**src/rtl/mips_pkg.sv**
```systemverilog
// Shared MIPS pipeline definitions: branch condition codes, MEM-stage FSM
// state encoding and the default overflow trap vector.
package mips_pkg;

    localparam logic [2:0] COND_BEQ    = 3'd0;
    localparam logic [2:0] COND_BNE    = 3'd1;
    localparam logic [2:0] COND_BLT    = 3'd2;
    localparam logic [2:0] COND_BGE    = 3'd3;
    localparam logic [2:0] COND_BLEZ   = 3'd4;
    localparam logic [2:0] COND_BGTZ   = 3'd5;
    localparam logic [2:0] COND_ALWAYS = 3'd6;

    typedef enum logic {
        MS_IDLE = 1'b0,
        MS_WAIT = 1'b1
    } ms_state_e;

    localparam logic [31:0] DEFAULT_TRAP_VECTOR = 32'h0000_0080;

endpackage

```
**src/rtl/branch_cond_eval.sv**
```systemverilog
// Combinational branch condition decode from ALU flags; shared with the
// EX-stage early-branch unit.
module branch_cond_eval
    import mips_pkg::*;
(
    input  logic [2:0] cond,
    input  logic       less,
    input  logic       zero,
    output logic       cond_true
);

    always_comb begin
        cond_true = 1'b0;
        case (cond)
            COND_BEQ:    cond_true = zero;
            COND_BNE:    cond_true = !zero;
            COND_BLT:    cond_true = less;
            COND_BGE:    cond_true = !less;
            COND_BLEZ:   cond_true = less | zero;
            COND_BGTZ:   cond_true = !less & !zero;
            COND_ALWAYS: cond_true = 1'b1;
            default:     cond_true = 1'b0;
        endcase
    end

endmodule

```
**src/rtl/mem_stage_ctrl.sv**
```systemverilog
// MEM-stage control: branch resolution / PC redirect, flush and stall, data
// memory req/ack handshake with timeout, load capture. Overflow trap: OVF_TRAP_EN.
module mem_stage_ctrl
    import mips_pkg::*;
#(
    parameter int          ACK_TIMEOUT = 16,
    parameter logic [31:0] TRAP_VECTOR = DEFAULT_TRAP_VECTOR
) (
    input  logic        clk,
    input  logic        rst_n,
    input  logic        Branch_MEM,
    input  logic [2:0]  Condition_MEM,
    input  logic        Less_MEM,
    input  logic        Zero_MEM,
    input  logic        Overflow_MEM,
    input  logic [31:0] Branch_addr_MEM,
    input  logic        MemRead_MEM,
    input  logic        MemWrite_MEM,
    input  logic [31:0] WBData_MEM,
    input  logic [31:0] MemData_MEM,
    input  logic        dmem_ack,
    input  logic [31:0] dmem_rdata,
    output logic        PC_redirect,
    output logic [31:0] PC_target,
    output logic        flush_out,
    output logic        stall_out,
    output logic        dmem_req,
    output logic        dmem_we,
    output logic [31:0] dmem_addr,
    output logic [31:0] dmem_wdata,
    output logic [31:0] Load_data,
    output logic        Load_valid,
    output logic        Bus_err,
    output logic        Exc_overflow
);

    localparam int CW = $clog2(ACK_TIMEOUT) + 1;

    ms_state_e       state_reg;
    logic [CW-1:0]   cnt_reg;
    logic            cond_true;
    logic            in_idle;
    logic            in_wait;
    logic            taken;
    logic            ovf_trap;
    logic            access;
    logic            is_read;
    logic            capture;

    branch_cond_eval u_cond (
        .cond      (Condition_MEM),
        .less      (Less_MEM),
        .zero      (Zero_MEM),
        .cond_true (cond_true)
    );

    assign in_idle = (state_reg == MS_IDLE);
    assign in_wait = (state_reg == MS_WAIT);
    assign taken   = Branch_MEM & cond_true & in_idle;

`ifdef OVF_TRAP_EN
    assign ovf_trap = Overflow_MEM & in_idle & !Branch_MEM;
`else
    logic unused_ovf;
    assign unused_ovf = Overflow_MEM;
    assign ovf_trap   = 1'b0;
`endif

    // A trapping or branching instruction never touches memory.
    assign access  = (MemRead_MEM | MemWrite_MEM) & !Branch_MEM & !ovf_trap;
    assign is_read = MemRead_MEM & !MemWrite_MEM;

    // Gated by rst_n so a reset mid-access drops the request immediately.
    assign dmem_req   = rst_n & (in_wait | (in_idle & access));
    assign dmem_we    = dmem_req & MemWrite_MEM;
    assign dmem_addr  = WBData_MEM;
    assign dmem_wdata = MemData_MEM;
    assign stall_out  = dmem_req & !dmem_ack;
    assign capture    = dmem_req & dmem_ack & is_read;

    assign PC_redirect = rst_n & (taken | ovf_trap);
    assign flush_out   = PC_redirect;
    assign PC_target   = taken    ? Branch_addr_MEM :
                         ovf_trap ? TRAP_VECTOR     : 32'h0;

    // cnt_reg counts stalled cycles including the first (IDLE) one, so the
    // stage is held for at most ACK_TIMEOUT cycles in total.
    always_ff @(negedge clk or negedge rst_n) begin
        if (!rst_n) begin
            state_reg    <= MS_IDLE;
            cnt_reg      <= '0;
            Load_data    <= 32'h0;
            Load_valid   <= 1'b0;
            Bus_err      <= 1'b0;
            Exc_overflow <= 1'b0;
        end else begin
            Load_valid   <= 1'b0;
            Exc_overflow <= ovf_trap;
            if (capture) begin
                Load_data  <= dmem_rdata;
                Load_valid <= 1'b1;
            end
            case (state_reg)
                MS_IDLE: begin
                    if (access && !dmem_ack) begin
                        state_reg <= MS_WAIT;
                        cnt_reg   <= CW'(1);
                    end
                end
                MS_WAIT: begin
                    if (dmem_ack) begin
                        state_reg <= MS_IDLE;
                        cnt_reg   <= '0;
                    end else if (cnt_reg == CW'(ACK_TIMEOUT - 1)) begin
                        state_reg <= MS_IDLE;
                        cnt_reg   <= '0;
                        Bus_err   <= 1'b1;
                    end else begin
                        cnt_reg <= cnt_reg + CW'(1);
                    end
                end
                default: begin
                    state_reg <= MS_IDLE;
                    cnt_reg   <= '0;
                end
            endcase
        end
    end

endmodule

```
**config.mk**
```make
export PLATFORM = sky130hd
export DESIGN_NAME = mem_stage_ctrl
export DESIGN_NICKNAME = d
export VERILOG_FILES = /design/src/rtl/mips_pkg.sv /design/src/rtl/branch_cond_eval.sv /design/src/rtl/mem_stage_ctrl.sv
export SDC_FILE = /design/constraint.sdc
export NUM_CORES = 1
export LEC_CHECK = 0
export BUFFER_PORTS_ARGS = -buffer_cell sky130_fd_sc_hd__buf_2
export CORE_AREA = 5 5 103 105
export CTS_CLUSTER_SIZE = 24
export DETAILED_ROUTE_END_ITERATION = 16
export DIE_AREA = 0 0 108 110
export GPL_TIMING_DRIVEN = 1
export PLACE_DENSITY = 0.7
export SYNTH_ARGS = -nofsm -noshare
export SYNTH_HDL_FRONTEND = slang
export SYNTH_SLANG_ARGS = --single-unit
export TNS_END_PERCENT = 50
```
**constraint.sdc**
```tcl
create_clock -name clk -period 1.8 [get_ports clk]
set_input_delay 0.18 -clock clk [delete_from_list [all_inputs] [get_ports clk]]
set_output_delay 0.18 -clock clk [all_outputs]
set_load 0.1 [all_outputs]
```
==> run metrics, run 1 <==
status finished, violations left; failing checks setup timing; sequential power share 0.233; FF-to-FF End Load_data[20]$_DFFE_NN0P_; CP endpoint PC_target[9]; Avg Cell Area, Syn 10.1 sq um; RSZ-0062 raised after global routing true; Reg-to-Reg Start in_wait$_DFF_NN0_; largest net degree at the start of global routing 67; initial antenna violation count 0; fraction of synthesis flops using an asynchronous set or reset pin 1.00; final setup violating endpoints 104; die height 110 microns; Syn Std Cell Area 2990 sq um; CP Class flop to primary output; diode count 0; I/O pins 276; synth warn 0; Syn Nets 437; Hold-fix buffers, CTS 0; Clock Path Buffers 2; Overflow after GRT 0; Final WS setup -0.976 ns; first-pass GRT wire length 13.9 mm; main flop type after synthesis dfrtn_1; crit end category primary output; post-route cell area 5600 sq um; die area 11900 sq um; DR vias 2581; drt pass-1 iters 4; max FFs per register 32; Sw Share 0.494; RePlAce Congestion 0.753; WL final 9.28 mm; Die Width 108 microns; clock-pin slew on the worst setup and hold paths 0.05 ns; Setup crit start in_wait$_DFF_NN0_; initial core utilization 0.314; CP bufs+invs 3; Area contributors post-synth dfrtn_1 33%, buf_4 17%, mux2_2 12%; top post-synthesis cells by count 68 x buf_4, 40 x dfrtn_1, 35 x nand3_1; setup slack, reg-to-reg -0.06 ns; PwrDens 1050 nW/um^2; delay-heaviest family, CP buffers and inverters; worst path cell trace nor2b_4 -> buf_12 -> buf_16 -> nand3b_1 -> mux2i_4 -> buf_12; Synth area leader dfrtn_1; post-route antenna net violation count 0; clock network fraction of design power 0.109; Mapped Cells 296; DRC viols 0; post-DP HPWL 6.40 mm; cts bufs inserted 5; fraction of layout cells with a size suffix above 1 0.686; Stages on worst setup path 6; sw power 2900 uW; DR WL/cell 17.6 microns; Arrival @ worst endpoint 2.60 ns; vias in the first global route 2727; CTS H-tree depth 2; CORE AREA 9550 sq um; Port-buffer cells 145; vias per cell 4.89; clock skew 0.00929 ns; CP Data Required Time 1.62 ns; Least-Margin Pin Slew 0.568 ns; Final nets 535; cell row count 36; Rel. slew slack 0.621; leakage power 0.00233 uW; Post-synth EDFFs 0; final slew viol count 0; CTS tree built; Root Driver clkbuf_8; clk sink count 40; initial DRC count 109; Slowest cell on crit path dfrtn_1; Gate power share 0.658; top cell type's share of synthesized area 0.334; Area growth, synth to finish 87.2%; Layout fillers 746; crit-path max FO 8; FF-to-FF path depth 8; cell internal pwr 2970 uW; Synth cell types 31; Clk Latency, worst-skew pair 0.30 ns; CP most frequent cell buf_12; Seq cells post-synth 40; most common cell in the synthesized netlist buf_4; slowest stage delay, CP 0.37 ns; Hold Path Class input port to primary output; number of max-cap violations 0; Worst VDD drop 0.839 mV; register area share after synthesis 0.334; worst hold margin 0.360 ns; Hold Vio Cnt, Final 0; Placed Area 5070 sq um; GR Util All Layers 0.145; critical path launch point type flop; Util after Layout 0.587
layout by cell type (no fill, tap or decap), types with 2 or more instances in the layout:
| cell type | netlist | layout |
|---|---|---|
| nand3_1 | 35 | 22 |
| buf_12 | 0 | 84 |
| buf_4 | 68 | 9 |
| a21o_1 | 2 | 2 |
| nand3_2 | 0 | 9 |
| clkinvlp_4 | 0 | 2 |
| buf_6 | 3 | 4 |
| nand3_4 | 0 | 4 |
| a21oi_1 | 2 | 2 |
| nor2_4 | 1 | 3 |
| clkbuf_8 | 0 | 6 |
| inv_1 | 7 | 6 |
| buf_2 | 4 | 73 |
| nand2_1 | 2 | 2 |
| clkbuf_16 | 0 | 4 |
| buf_16 | 0 | 3 |
| o22ai_1 | 2 | 2 |
| mux2_4 | 0 | 31 |
| o21ai_0 | 3 | 2 |
| nand3b_1 | 34 | 34 |
| dfrtn_1 | 40 | 40 |
| mux2i_4 | 0 | 33 |
how the worst min path moves through the flow:
stage | end | slack [ns] | cells past startpoint | start
3_5_place_dp | dmem_addr[11] | 0.36 | 0 | WBData_MEM[11]
5_1_grt | dmem_addr[13] | 0.36 | 0 | WBData_MEM[13]
3_3_place_gp | dmem_addr[11] | 0.36 | 0 | WBData_MEM[11]
6_report | dmem_addr[27] | 0.36 | 0 | WBData_MEM[27]
2_1_floorplan | cnt_reg[2]$_DFFE_NN0P_ | 0.40 | 1 | cnt_reg[2]$_DFFE_NN0P_
4_1_cts | dmem_addr[11] | 0.36 | 0 | WBData_MEM[11]
routing by layer:
metal  track usage  up-vias  wire [microns]
met5             0        -               0
met1         0.174     1270            3730
met4        0.0289        0              45
met3        0.0594        6             927
li1              -     1165               -
met2         0.247      140            4580
layout make-up:
class                           instances  area [sq um]  area share
Tap cell                              133           166      0.0297
Clock inverter                          2          15.0     0.00268
Clock buffer                            6          82.6      0.0147
Multi-Input combinational cell        163          1970       0.352
Inverter                                7          26.3     0.00469
Sequential cell                        40          1000       0.179
Timing Repair Buffer                  177          2340       0.418
what timing repair did:
item	CTS	global route
cloned	4	4
resized for setup	16	31
pin swaps	12	11
endpoints found under the setup margin	103	106
setup buffers	3	3
metrics by stage:
step                cells  TNS [ns]  total power, uW  worst slack (ns)
floorplan             296    -51.31             4320             -1.03
global placement      507    -41.43             5020            -0.658
detailed placement    507    -43.29             5080            -0.685
CTS                   522    -58.52             5820            -0.953
global route          528    -63.05             6090             -1.05
finish                528    -58.20             5870            -0.976
power by group through the flow:
stage / Clock, uW / Sequential [uW] / Combinational [uW]
2_1_floorplan: 0 / 2640 / 1670
3_3_place_gp: 0 / 1360 / 3660
3_5_place_dp: 0 / 1380 / 3700
4_1_cts: 666 / 1370 / 3790
5_1_grt: 711 / 1400 / 3980
6_report: 638 / 1370 / 3860
cell families (layout without fill, tap and decap cells):
| group | after synthesis | count (layout) | synth area share |
|---|---|---|---|
| flops | 40 | 40 | 0.334 |
| compound gates | 15 | 15 | 0.0364 |
| other cells | 1 | 1 | 0.00125 |
| buf+inv | 93 | 192 | 0.222 |
| fa+ha+maj | 1 | 1 | 0.00418 |
| simple gates | 80 | 80 | 0.168 |
| mux | 66 | 66 | 0.234 |
Power figures use the tool's default switching activity.
==> inputs of run 2 (changes only) <==
Settings changed: CORE_AREA 5 5 103 105 to default, CORE_ASPECT_RATIO from default to 0.6, CORE_MARGIN from default to 5, CORE_UTILIZATION from default to 38, DIE_AREA 0 0 108 110 to default, PLACE_DENSITY 0.7 to 0.82.
==> run metrics, run 2 (same netlist as run 1, synthesis figures left out) <==
clock network fraction of design power 0.173 (was 0.109); sequential power share 0.222 (was 0.233); clock skew 0.00257 ns (was 0.00929 ns); clk sink count 40 (unchanged); Clock Path Buffers 2 (unchanged); critical path launch point type flop (unchanged); Hold Path Class input port to primary output (unchanged); sw power 2890 uW (was 2900 uW); clock-pin slew on the worst setup and hold paths 0.04 ns (was 0.05 ns); Rel. slew slack 0.630 (was 0.621); cts bufs inserted 5 (unchanged); first-pass GRT wire length 14.9 mm (was 13.9 mm); leakage power 0.00226 uW (was 0.00233 uW); Hold-fix buffers, CTS 0 (unchanged); most common cell after layout, fill and taps aside buf_12 (unchanged); Worst VDD drop 1.01 mV (was 0.839 mV); DR WL/cell 19.4 microns (was 17.6 microns); worst path cell trace nor2b_4 -> buf_12 -> buf_12 -> clkbuf_16 -> nand3_1 -> mux2i_4 -> buf_12 (was nor2b_4 -> buf_12 -> buf_16 -> nand3b_1 -> mux2i_4 -> buf_12); CORE AREA 7760 sq um (was 9550 sq um); Clk Latency, worst-skew pair 0.30 ns (about the same); die height 78.8 microns (was 110 microns); Final WS setup -1.02 ns (was -0.976 ns); Overflow after GRT 0 (unchanged); CTS H-tree depth 2 (unchanged); Area growth, synth to finish 80.2% (was 87.2%); vias per cell 5.17 (was 4.89); post-route antenna net violation count 0 (unchanged); DR top layer met4 (unchanged); diode count 0 (unchanged); CTS tree built (unchanged); most frequent cells in the layout 79 x buf_12, 74 x buf_2, 40 x dfrtn_1 (was 84 x buf_12, 73 x buf_2, 40 x dfrtn_1); Die Width 125 microns (was 108 microns); drt pass-1 iters 4 (unchanged); slowest stage delay, CP 0.38 ns (was 0.37 ns); crit end category primary output (unchanged); post-DP HPWL 7.20 mm (was 6.40 mm); DRC viols 0 (unchanged); cell internal pwr 3280 uW (was 2970 uW); largest net degree at the start of global routing 44 (was 67); CP most frequent cell buf_12 (unchanged); Port-buffer cells 145 (unchanged); vias in the first global route 2759 (was 2727); number of max-cap violations 0 (unchanged); pre-CTS setup slack -0.708 ns (was -0.685 ns); Arrival @ worst endpoint 2.64 ns (was 2.60 ns); status finished, violations left (unchanged); met3 routed WL 732 microns (was 927 microns); Gate power share 0.604 (was 0.658); DR vias 2582 (was 2581); fraction of layout cells with a size suffix above 1 0.662 (was 0.686); initial antenna violation count 0 (unchanged); WL met2 4.86 mm (was 4.58 mm); Slowest cell on crit path dfrtn_1 (unchanged); WL final 9.69 mm (was 9.28 mm); final setup violating endpoints 104 (unchanged); max FFs per register 32 (unchanged); CP Data Required Time 1.62 ns (about the same); wire length on met1 3.77 mm (was 3.73 mm); failing checks setup timing (unchanged); RePlAce Congestion 0.753 (about the same); CP bufs+invs 4 (was 3); Hold Vio Cnt, Final 0 (unchanged); Sw Share 0.468 (was 0.494); Root Driver clkbuf_16 (was clkbuf_8); delay-heaviest family, CP buffers and inverters (unchanged); crit-path max FO 7 (was 8); Least-Margin Pin Slew 0.555 ns (was 0.568 ns); PwrDens 1140 nW/um^2 (was 1050 nW/um^2); initial core utilization 0.386 (was 0.314); Total Power 6170 uW (was 5870 uW); GR Util All Layers 0.192 (was 0.145); initial DRC count 92 (was 109); final slew viol count 0 (unchanged); die area 9810 sq um (was 11900 sq um); RSZ-0062 raised after global routing true (unchanged); I/O pins 276 (unchanged); cell row count 25 (was 36); CP Class flop to primary output (unchanged); Final nets 531 (was 535)
## run 2: cell count changes in the layout (fill, tap and decap cells not counted), sizes merged
cell      before  now
clkbuf        10    9
buf          173  171
bufinv         0    1
clkinvlp       2    0
## run 2: power by group through the flow
| stage | combinational, uW | sequential, uW | clock, uW |
|---|---|---|---|
| 3_5_place_dp | 3660 | 1380 | 0 |
| 3_3_place_gp | 3600 | 1360 | 0 |
| 5_1_grt | 3830 | 1400 | 1140 |
| 2_1_floorplan | 1670 | 2640 | 0 |
| 4_1_cts | 3710 | 1370 | 1100 |
| 6_report | 3730 | 1370 | 1070 |
## run 2: layout make-up
class | instances | area, sq um
Fill cell | 556 | 2360
Clock buffer | 7 | 153
Multi-Input combinational cell | 163 | 1840
Inverter | 7 | 26.3
Tap cell | 108 | 135
Clock inverter | 1 | 30.0
Timing Repair Buffer | 173 | 2210
Sequential cell | 40 | 1000
## run 2: worst register-to-register path, stage by stage, from the launching register on
cell and delay, ns:
dfrtn_1 0.46, nor2b_4 0.06, buf_12 0.14, buf_4 0.18, nor2_4 0.16, buf_6 0.16, buf_16 0.14, mux2_2 0.33
## run 2: what timing repair did
item	CTS	global route
gates cloned	4	3
pin swaps	1	10
setup endpoints to repair	103	105
buffers inserted	3	4
resized for setup	8	5
## run 2: worst paths after layout
kind	startpoint	endpoint	slack, ns	cells past startpoint
setup reg to reg	in_wait$_DFF_NN0_	Load_data[10]$_DFFE_NN0P_	0	7
hold / removal	WBData_MEM[20]	dmem_addr[20]	0.36	0
hold reg to reg	cnt_reg[2]$_DFFE_NN0P_	cnt_reg[2]$_DFFE_NN0P_	0.45	1
max in group asynchronous	rst_n	Load_data[22]$_DFFE_NN0P_	0.62	2
min in group asynchronous	rst_n	Bus_err$_DFFE_NN0P_	0.77	2
setup / recovery	in_wait$_DFF_NN0_	PC_target[19]	-1.02	7
## run 2: per-layer routing
layer  track usage  vias up
met5             0        -
met4        0.0864        0
met3        0.0733       41
met2         0.330      113
met1         0.213     1265
li1              -     1163
## run 2: metrics by stage
| stage | hold slack, ns | utilization | cells | cell area [sq um] | TNS, ns |
|---|---|---|---|---|---|
| 2_1_floorplan | 0.403 | - | 296 | 3510 | -51.31 |
| 4_1_cts | 0.361 | 0.680 | 493 | 5280 | -54.85 |
| 3_3_place_gp | 0.361 | 0.636 | 478 | 4930 | -39.23 |
| 3_5_place_dp | 0.361 | 0.636 | 478 | 4930 | -42.28 |
| 6_report | 0.360 | 0.695 | 499 | 5390 | -58.77 |
| 5_1_grt | 0.360 | 0.695 | 499 | 5390 | -62.54 |
==> inputs of run 3 (changes only) <==
Settings changed: SKIP_CTS_REPAIR_TIMING from default to 1.
==> run metrics, run 3 (same netlist as run 1, synthesis figures left out) <==
status finished, violations left (unchanged); failing checks setup timing (unchanged); RSZ-0062 raised after global routing true (unchanged); clock skew 0.00235 ns (was 0.00257 ns); DR vias 2526 (was 2582); die height 78.8 microns (unchanged); RePlAce Congestion 0.753 (unchanged); Final WS setup -0.978 ns (was -1.02 ns); Clk Latency, worst-skew pair 0.30 ns (about the same); worst hold margin 0.360 ns (unchanged); Worst VDD drop 1.12 mV (was 1.01 mV); vias in the first global route 2699 (was 2759); number of max-cap violations 0 (unchanged); first-pass GRT wire length 14.1 mm (was 14.9 mm); CTS H-tree depth 2 (unchanged); Util after Layout 0.680 (was 0.695); Port-buffer cells 145 (unchanged); post-route antenna net violation count 0 (unchanged); PwrDens 1170 nW/um^2 (was 1140 nW/um^2); final setup violating endpoints 103 (was 104); CTS tree built (unchanged); cell row count 25 (unchanged); leakage power 0.00221 uW (was 0.00226 uW); DR WL/cell 18.9 microns (was 19.4 microns); Final nets 523 (was 531); most frequent cells in the layout 76 x buf_12, 74 x buf_2, 40 x dfrtn_1 (was 79 x buf_12, 74 x buf_2, 40 x dfrtn_1); Least-Margin Pin Slew 0.552 ns (was 0.555 ns); Rel. slew slack 0.632 (was 0.630); Layout fillers 566 (was 556); CP Data Required Time 1.62 ns (about the same); Clock Path Buffers 2 (unchanged); fraction of layout cells with a size suffix above 1 0.650 (was 0.662); post-DP HPWL 7.20 mm (unchanged); CORE AREA 7760 sq um (unchanged); Root Driver clkbuf_16 (unchanged); Area growth, synth to finish 76.2% (was 80.2%); die area 9810 sq um (unchanged); WL final 9.26 mm (was 9.69 mm); DRC viols 0 (unchanged); initial core utilization 0.386 (unchanged); final slew viol count 0 (unchanged); initial DRC count 81 (was 92); crit end category primary output (unchanged); most common cell after layout, fill and taps aside buf_12 (unchanged); clock-pin slew on the worst setup and hold paths 0.04 ns (about the same); setup_tns -53.99 ns (was -58.77 ns); register area 1000 sq um (unchanged); vias per cell 5.14 (was 5.17); area of the multi-input gates 1850 sq um (was 1840 sq um); clk sink count 40 (unchanged); critical path launch point type flop (unchanged); GR Util All Layers 0.179 (was 0.192); Arrival @ worst endpoint 2.60 ns (was 2.64 ns); cts bufs inserted 5 (unchanged); max FFs per register 32 (unchanged); Overflow after GRT 0 (unchanged); Hold Vio Cnt, Final 0 (unchanged); Die Width 125 microns (unchanged); I/O pins 276 (unchanged); initial antenna violation count 0 (unchanged); crit-path max FO 7 (unchanged); CP Class flop to primary output (unchanged); largest net degree at the start of global routing 55 (was 44); diode count 0 (unchanged); drt pass-1 iters 4 (unchanged); Hold Path Class input port to primary output (unchanged)
==> run 3: cell count changes in the layout (fill, tap and decap cells not counted), moves of 3 or more <==
| cell | change |
|---|---|
| buf_16 | -3 |
| mux2_2 | -6 |
| mux2_4 | +6 |
| buf_12 | -3 |
==> run 3: final cells by class <==
cell class / instances / area share
Timing Repair Buffer: 165 / 0.394
Clock buffer: 7 / 0.0289
Clock inverter: 1 / 0.00569
Tap cell: 108 / 0.0256
Multi-Input combinational cell: 163 / 0.351
Inverter: 7 / 0.00498
Sequential cell: 40 / 0.190
==> run 3: metrics by stage <==
stage	instances	power [uW]	cell area, sq um	setup WS, ns
finish	491	6150	5280	-0.978
global route	491	6350	5280	-1.04
CTS	486	6130	5120	-1.05
detailed placement	478	5040	4930	-0.708
global placement	478	4960	4930	-0.627
floorplan	296	4320	3510	-1.03
==> run 3: power by group <==
| part | total, uW | switching [uW] | internal [uW] |
|---|---|---|---|
| registers | 1370 | 240 | 1130 |
| clock network | 1070 | 340 | 729 |
| logic | 3710 | 2300 | 1420 |
==> run 3: worst paths after layout <==
| path | from | endpoint | slack (ns) | cells past startpoint |
|---|---|---|---|---|
| worst max-delay path | in_wait$_DFF_NN0_ | PC_redirect | -0.98 | 6 |
| worst min-delay path | WBData_MEM[20] | dmem_addr[20] | 0.36 | 0 |
| worst max register to register | in_wait$_DFF_NN0_ | Load_data[4]$_DFFE_NN0P_ | 0.10 | 6 |
| worst min register to register | cnt_reg[2]$_DFFE_NN0P_ | cnt_reg[2]$_DFFE_NN0P_ | 0.45 | 1 |
| max in group asynchronous | rst_n | Load_data[22]$_DFFE_NN0P_ | 0.62 | 2 |
| min in group asynchronous | rst_n | Bus_err$_DFFE_NN0P_ | 0.77 | 2 |
==> run 3: metal layers <==
| layer | wire length, microns | vias to the layer above | global-route usage | part of all wire |
|---|---|---|---|---|
| met4 | 349 | 0 | 0.0875 | 0.038 |
| met1 | 3480 | 1237 | 0.188 | 0.38 |
| met5 | 0 | - | 0 | 0 |
| met2 | 4650 | 99 | 0.315 | 0.50 |
| li1 | - | 1148 | - | - |
| met3 | 778 | 42 | 0.0759 | 0.084 |
==> run 3: critical path: stages, from the launching register on <==
cell and delay [ns]:
dfrtn_1 0.37, nor2b_4 0.14, buf_12 0.14, buf_12 0.12, nand3b_1 0.13, mux2i_4 0.26
buf_12 0.21
